$ cat src/rtl/alu_serial.sv
`default_nettype none
// ============================================================================
// Module      : alu_serial
// Description : Digit-serial ALU. Operands are processed one DIGIT-bit slice
//               per clock, LSB slice first, with the carry rippling through a
//               carry register between slices. Valid/ready on the operand
//               side, one-cycle result strobe on the output side.
// Revision    : 1.0 - initial release
// ============================================================================
module alu_serial #(
  parameter int WIDTH = 16,
  parameter int DIGIT = 4
) (
  input  logic             clk,
  input  logic             rst_n,
  input  logic             in_valid,
  output logic             in_ready,
  input  logic [WIDTH-1:0] in_a,
  input  logic [WIDTH-1:0] in_b,
  input  logic [2:0]       sel_in,
  input  logic             carry_in,
  output logic             out_valid,
  output logic [WIDTH-1:0] out,
  output logic             carry_out,
  output logic             zero_out,
  output logic             err_out,
  output logic             busy
);

  localparam int N  = WIDTH / DIGIT;
  localparam int CW = (N > 1) ? $clog2(N) : 1;
  localparam logic [CW-1:0] LAST_CNT = CW'(N - 1);

  localparam logic [2:0] OP_SUB  = 3'b010;
  localparam logic [2:0] OP_ADD  = 3'b011;
  localparam logic [2:0] OP_XOR  = 3'b100;
  localparam logic [2:0] OP_AND  = 3'b101;
  localparam logic [2:0] OP_OR   = 3'b110;
  localparam logic [2:0] OP_PASS = 3'b111;

  typedef enum logic [1:0] {
    ST_IDLE = 2'd0,
    ST_RUN  = 2'd1,
    ST_DONE = 2'd2
  } state_t;

  state_t            state_q, state_d;
  logic [WIDTH-1:0]  a_q, a_d;        // operand A, doubles as the result accumulator
  logic [WIDTH-1:0]  b_q, b_d;
  logic [2:0]        sel_q, sel_d;
  logic              carry_q, carry_d;
  logic [CW-1:0]     cnt_q, cnt_d;
  logic [WIDTH-1:0]  out_q, out_d;
  logic              cout_q, cout_d;
  logic              zero_q, zero_d;
  logic              err_q, err_d;

  // Slice datapath
  logic [DIGIT-1:0]  a_sl, b_sl, b_eff, slice_res;
  logic [DIGIT:0]    sum;
  logic              is_arith, is_undef, slice_carry;
  logic [WIDTH-1:0]  a_shift, b_shift;

  assign a_sl = a_q[DIGIT-1:0];
  assign b_sl = b_q[DIGIT-1:0];

  // Compute the current slice result and the carry into the next slice.
  always_comb begin
    is_arith    = (sel_q == OP_ADD) || (sel_q == OP_SUB);
    is_undef    = (sel_q[2:1] == 2'b00);
    b_eff       = (sel_q == OP_SUB) ? ~b_sl : b_sl;
    sum         = {1'b0, a_sl} + {1'b0, b_eff} + {{DIGIT{1'b0}}, carry_q};
    slice_carry = is_arith ? sum[DIGIT] : 1'b0;
    slice_res   = '0;
    case (sel_q)
      OP_ADD,
      OP_SUB:  slice_res = sum[DIGIT-1:0];
      OP_XOR:  slice_res = a_sl ^ b_sl;
      OP_AND:  slice_res = a_sl & b_sl;
      OP_OR:   slice_res = a_sl | b_sl;
      OP_PASS: slice_res = a_sl;
      default: slice_res = '0;
    endcase
  end

  // Result slices enter at the top of A while consumed operand slices leave
  // at the bottom, so after N slices A holds the complete result.
  generate
    if (N == 1) begin : g_single
      assign a_shift = slice_res;
      assign b_shift = b_q;
    end else begin : g_multi
      assign a_shift = {slice_res, a_q[WIDTH-1:DIGIT]};
      assign b_shift = {{DIGIT{1'b0}}, b_q[WIDTH-1:DIGIT]};
    end
  endgenerate

  // Next-state and register-update logic for the IDLE/RUN/DONE sequence.
  always_comb begin
    state_d = state_q;
    a_d     = a_q;
    b_d     = b_q;
    sel_d   = sel_q;
    carry_d = carry_q;
    cnt_d   = cnt_q;
    out_d   = out_q;
    cout_d  = cout_q;
    zero_d  = zero_q;
    err_d   = err_q;
    case (state_q)
      ST_IDLE: begin
        if (in_valid) begin
          a_d     = in_a;
          b_d     = in_b;
          sel_d   = sel_in;
          carry_d = carry_in;
          cnt_d   = '0;
          state_d = ST_RUN;
        end
      end
      ST_RUN: begin
        a_d     = a_shift;
        b_d     = b_shift;
        carry_d = slice_carry;
        if (cnt_q == LAST_CNT) begin
          cnt_d   = '0;
          state_d = ST_DONE;
          out_d   = a_shift;
          cout_d  = slice_carry;
          zero_d  = (a_shift == '0);
          err_d   = is_undef;
        end else begin
          cnt_d = cnt_q + CW'(1);
        end
      end
      ST_DONE: begin
        state_d = ST_IDLE;
      end
      default: begin
        state_d = ST_IDLE;
      end
    endcase
  end

  // State and datapath registers; reset discards any partial result.
  always_ff @(posedge clk or negedge rst_n) begin
    if (!rst_n) begin
      state_q <= ST_IDLE;
      a_q     <= '0;
      b_q     <= '0;
      sel_q   <= '0;
      carry_q <= 1'b0;
      cnt_q   <= '0;
      out_q   <= '0;
      cout_q  <= 1'b0;
      zero_q  <= 1'b0;
      err_q   <= 1'b0;
    end else begin
      state_q <= state_d;
      a_q     <= a_d;
      b_q     <= b_d;
      sel_q   <= sel_d;
      carry_q <= carry_d;
      cnt_q   <= cnt_d;
      out_q   <= out_d;
      cout_q  <= cout_d;
      zero_q  <= zero_d;
      err_q   <= err_d;
    end
  end

  assign in_ready  = (state_q == ST_IDLE);
  assign out_valid = (state_q == ST_DONE);
  assign busy      = (state_q != ST_IDLE);
  assign out       = out_q;
  assign carry_out = cout_q;
  assign zero_out  = zero_q;
  assign err_out   = err_q;

endmodule
`default_nettype wire

$ cat config.mk
export PLATFORM = sky130hd
export DESIGN_NAME = alu_serial
export DESIGN_NICKNAME = d
export VERILOG_FILES = /design/src/rtl/alu_serial.sv
export SDC_FILE = /design/constraint.sdc
export NUM_CORES = 1
export LEC_CHECK = 0
export BUFFER_PORTS_ARGS = -buffer_cell sky130_fd_sc_hd__buf_4
export CAP_MARGIN = 15
export CELL_PAD_IN_SITES_DETAIL_PLACEMENT = 2
export CELL_PAD_IN_SITES_GLOBAL_PLACEMENT = 2
export CORE_MARGIN = 5
export CORE_UTILIZATION = 35
export CTS_BUF_LIST = sky130_fd_sc_hd__clkbuf_4 sky130_fd_sc_hd__clkbuf_8
export CTS_CLUSTER_DIAMETER = 40
export CTS_CLUSTER_SIZE = 20
export DETAILED_ROUTE_END_ITERATION = 12
export GPL_ROUTABILITY_DRIVEN = 0
export GPL_TIMING_DRIVEN = 0
export PLACE_DENSITY_LB_ADDON = 0.12
export SETUP_SLACK_MARGIN = 0.3
export SYNTH_ARGS = -nofsm -noshare
export SYNTH_HDL_FRONTEND = slang
export SYNTH_SLANG_ARGS = --single-unit
$ cat constraint.sdc
create_clock -name clk -period 3 [get_ports clk]
set_input_delay 0.6 -clock clk [delete_from_list [all_inputs] [get_ports clk]]
set_output_delay 0.6 -clock clk [all_outputs]
set_load 0.01 [all_outputs]
[Word-level counts from Yosys, hierarchy flattened]
Index checks and enable logic that the tools add are counted.
Word-level totals
  register bits after elaboration: 59
  latch bits: 0
  output and inout bits: 22
  memory bits (read-only): 0
  RAM bits: 0
  memories kept: 0
Cells by class
  reductions and logical operators: 11
  div/mod/pow operators: 0
  $lt $le $gt $ge: 0
  eq/ne operators: 11
  bitwise operators: 4
  shifts and indexed selects: 0
  multiply operators: 0
  multiplexer cells: 15
  $add $sub $neg: 3
Operator list (count)
  $pmux W16 S2: 2
  $mux W16: 2
  $pmux W4 S5: 1
  $logic_not A16 Y1: 1
  $eq A3 B3 Y1 const B: 4
  $mux W2: 4
  $pmux W2 S2: 2
  $reduce_and A2 Y1: 4
  $eq A3 B2 Y1 const B: 2
  $add A4 B4 Y5: 1
  $add A5 B1 Y5: 1
  $and A4 B4 Y4: 1
  $eq A2 B2 Y1 const B: 2
  $logic_not A2 Y1: 2
  $mux W4: 1
  $ne A2 B2 Y1 const B: 2
  $not A4 Y4: 1
  $or A4 B4 Y4: 1
  $reduce_bool A2 Y1: 2
  $xor A4 B4 Y4: 1
  $add A2 B1 Y2 const B: 1
  $eq A2 B1 Y1 const B: 1
  $mux W1: 2
  $pmux W1 S2: 1
  other kinds (2): 2

[Longest topological paths before layout]
  depth in word-level cells: 6
  gate-level depth with buffers: 11
  depth with buffers taken out: 10

[Least setup slack after synthesis]
OpenSTA, ideal clock, no wires.
  kind: register -> register
  start: register sel_q[2]
  end: register zero_q (netlist: zero_out)
  required time: 2.879 ns
  arrival: 2.595 ns
  library setup time: 0.121 ns
  slack: 0.284 ns
  buffers on the path: 1
  stages on the path, launching flop included: 12
  path through: dfrtp_1 > buf_2 > nand2b_1 > nor2_1 > xnor2_1 > fa_1 > fa_1 > nor2b_1 > nor3_1 > a21oi_2 > and4_1 > a22o_1
Between the ends
  word-level cells in the longest chain between the ends: 6
Ends and longest elaborated chain
  start: declaration: RTL line 50  | logic [2:0] sel_q, sel_d;
  start signal: assignment: RTL line 162  | sel_q <= sel_d;
  $eq A3 B2 Y1: RTL line 71, 75
  $mux W4: RTL line 71  | b_eff = (sel_q == OP_SUB) ? ~b_sl : b_sl;
  $add A4 B4 Y5: RTL line 72  | sum = {1'b0, a_sl} + {1'b0, b_eff} + {{DIGIT{1'b0}}, carry_q};
  $add A5 B1 Y5: RTL line 72
  $pmux W4 S5 *: RTL line 75  | case (sel_q)
  $logic_not A16 Y1 *: RTL line 130  | zero_d = (a_shift == '0);
  end signal: assignment: RTL line 167  | zero_q <= zero_d;
  end: declaration: RTL line 55  | logic zero_q, zero_d;
Mark *: on every way between the ends. The rest lies on a longest branch, timed or not.
A chain may end at the register's enable or synchronous reset.

[Worst setup path in the final report]
Same ends and word-level chain as after synthesis.

==> run_results.csv <==
group,metric,value,unit
clocking,clk_pin_slew_worst_paths,70,ps
final_layout,fin_util,46.9,%
power,power_per_cell_area,1230,mW/mm^2
synthesis,synthFlopType,"dfrtp_1",
detailed_routing,viasPerCell,5.15,
floorplanning,dieArea,0.0105,mm^2
detailed_routing,wl_met1,4.35,mm
synthesis,ys_seq_area_share,49.4,%
sta,fmaxAchievable,381,MHz
final_layout,drive_above_1_share,27.8,%
floorplanning,rows,33,
floorplanning,num_io_pins,61,
sta,slew_headroom,48.4,%
synthesis,synth.distinct_cells,42,
detailed_routing,drtIter0Drc,56,
sta,finalHoldViolCount,0,
grt,grt_pass1_wl,16.1,mm
floorplanning,die_y,102,um
sta,setup_viol,0,
detailed_routing,route.met3.wl,291,um
sta,skew,11.0,ps
floorplanning,core-area,0.00826,mm^2
place,dp_slack,-73.4,ps
synthesis,netlist_instances,318,
place,dp_hpwl,6.76,mm
grt,antenna_found_initial,0,
floorplanning,die_w,102,um
clocking,tritoncts,"built",
synthesis,async_reset_ff_share,100,%
clocking,cts_root_buffer,"clkbuf_8",
detailed_routing,avgRoutedWirePerCell,19.3,um
place,io_buffers,60,
sta,finalWorstSetupSlack,376,ps
detailed_routing,drc_errors,0,
final_layout,syn_to_final_growth,29.7,%
flow_run,cap_violations,0,
detailed_routing,wl,9.73,mm
power,ir_drop,368,uV
critical_path,end_kind,"register",
floorplanning,start_util,36.2,%
clocking,cts_buffers,9,
clocking,htree_num_levels,3,
grt,gr-usage-all-layers,20.3,%
synthesis,synthesis.area,0.00299,mm^2
clocking,hold_buffers,0,
sta,rsz0062_at_grt,"yes",
run_status,outcome,"finished, final reports clean",
final_layout,diodes,0,
detailed_routing,num_vias,2600,
sta,setup_tns,0,ps
sta,slew_viol_final,0,
detailed_routing,drt_first_pass_iters,4,
synthesis,synth_fp_nets,371,
critical_path,start_kind,"register",
detailed_routing,top_layer,"met4",
clocking,insertion_delay,340,ps
synthesis,yosys_warnings,0,
sta,timing.final.crit_share,87.5,%
detailed_routing,ant_nets,0,
synthesis,syn_area_per_cell,9.40,um^2
critical_path,crit_arrival,2900,ps
critical_path,critPathRequiredTime,3280,ps
hold_path,hold_path_class,"in2async",
power,power_leakage,1.86,nW
sta,fin_crit,2620,ps
grt,first_global_vias,3052,
critical_path,worstPathMaxFanout,4,
grt,grt_max_degree,60,
sta,tightest_slew,774,ps
clocking,clock_sinks,59,
synthesis,synth-edff-count,0,
grt,grt.overflow.total,0,
clocking,clockBufferDepth,2,
detailed_routing,dr_wl_met2,4.94,mm
synthesis,synth_seq_cells,59,
final_layout,nNetsFinal,448,
critical_path,worstSetupPathType,"reg2reg",
==> final timing paths <==
check	from	to	slack, ps	depth (start not counted)
max	sel_q[2]$_DFFE_PN0P_	zero_out$_DFFE_PN0P_	380	10
min	rst_n	err_out$_DFFE_PN0P_	330	1
max reg2reg	sel_q[2]$_DFFE_PN0P_	zero_out$_DFFE_PN0P_	380	10
min reg2reg	out[8]$_DFFE_PN0P_	out[8]$_DFFE_PN0P_	500	1
max in group asynchronous	rst_n	cnt_q[1]$_DFFE_PN0P_	2160	1
min in group clk	in_b[13]	b_q[13]$_DFFE_PN0P_	450	3
==> critical path, stage by stage (launching register included) <==
cell and delay, ps:
dfrtp_1 380, buf_6 130, nand2b_4 150, nor2_4 130
xnor2_2 80, fa_2 390, fa_1 500, nor2_1 60
a311oi_2 350, and4_1 260, a22o_1 130
==> layout make-up <==
cell class / instances / area (um^2)
inverters: 14 / 52.6
clock inverters: 5 / 77.6
plain buffers: 20 / 108
flip-flops and latches: 59 / 1480
clock buffers: 11 / 139
fillers: 940 / 4380
repair buffers: 66 / 495
multi-input cells: 225 / 1400
well taps: 105 / 131
==> sequential cells by signal (all words and copies together) (netlist names) <==
register	count
a_q	16
b_q	16
carry_out	1
carry_q	1
cnt_q	2
err_out	1
out	16
sel_q	3
state_q	2
zero_out	1
==> kinds of logic after synthesis <==
logic type	Yosys count	share of synthesized area [%]
multiplexers	17	6.86
flip-flops	59	49.4
AND/OR/NAND/NOR	128	18.0
XOR/XNOR	4	1.17
buffers and inverters	34	5.15
adder cells (fa/ha/maj)	14	6.36
AO/OA/AOI/OAI	62	13.1
==> routing by layer <==
| layer | GRT usage, % | vias up |
|---|---|---|
| li1 | - | 1226 |
| met1 | 25.5 | 1310 |
| met2 | 34.8 | 51 |
| met3 | 4.57 | 13 |
| met4 | 6.26 | 0 |
| met5 | 0 | - |
==> per-stage QoR <==
stage	std cells	cell area, um^2	hold slack [ps]	total power [W]
2_1_floorplan	318	2990	304	0.00293
3_3_place_gp	483	3570	463	0.00367
3_5_place_dp	483	3570	487	0.00380
4_1_cts	501	3830	356	0.00476
5_1_grt	505	3880	378	0.00517
6_report	505	3880	333	0.00476
==> Yosys cell counts, types with 2 or more instances <==
cell type | count | area (um^2)
inv_1 | 14 | 52.6
fa_1 | 2 | 40.0
nand3b_1 | 2 | 15.0
a31oi_1 | 16 | 100
nor4_1 | 2 | 12.5
nand2b_1 | 3 | 18.8
nand3_1 | 4 | 20.0
dfrtp_1 | 59 | 1480
xnor2_1 | 4 | 35.0
a21oi_1 | 10 | 50.1
ha_1 | 12 | 150
mux2_2 | 7 | 78.8
nand2_1 | 74 | 278
nor2_1 | 32 | 120
a22oi_1 | 4 | 30.0
nor3_1 | 2 | 10.0
buf_6 | 2 | 22.5
o21ai_1 | 11 | 55.1
buf_2 | 9 | 45.0
a211oi_1 | 2 | 15.0
mux2_1 | 7 | 78.8
clkbuf_1 | 8 | 30.0
o31ai_1 | 2 | 15.0
o21ai_0 | 9 | 45.0
nor2b_1 | 4 | 25.0
==> layout by cell type (no fill, tap or decap), types with 9 or more instances in the layout <==
master and count:
nand2_1 74, dfrtp_1 59, nor2_1 31, buf_4 66
clkbuf_8 9, o21ai_1 11, a21oi_1 10, a31oi_1 16
inv_1 14, ha_1 12, o21ai_0 9
==> power breakdown <==
part | internal, W | switching [W]
Sequential | 0.00118 | 0.000308
Combinational | 0.00106 | 0.00140
Clock | 0.000483 | 0.000321
Total | 0.00273 | 0.00203
==> what timing repair did <==
action / 4_1_cts / 5_1_grt
pin swaps: 3 / 4
buffers inserted: 2 / 4
endpoints found under the setup margin: 7 / 4
resized for setup: 6 / 3
Note: power is estimated with default switching activity, not from simulation.
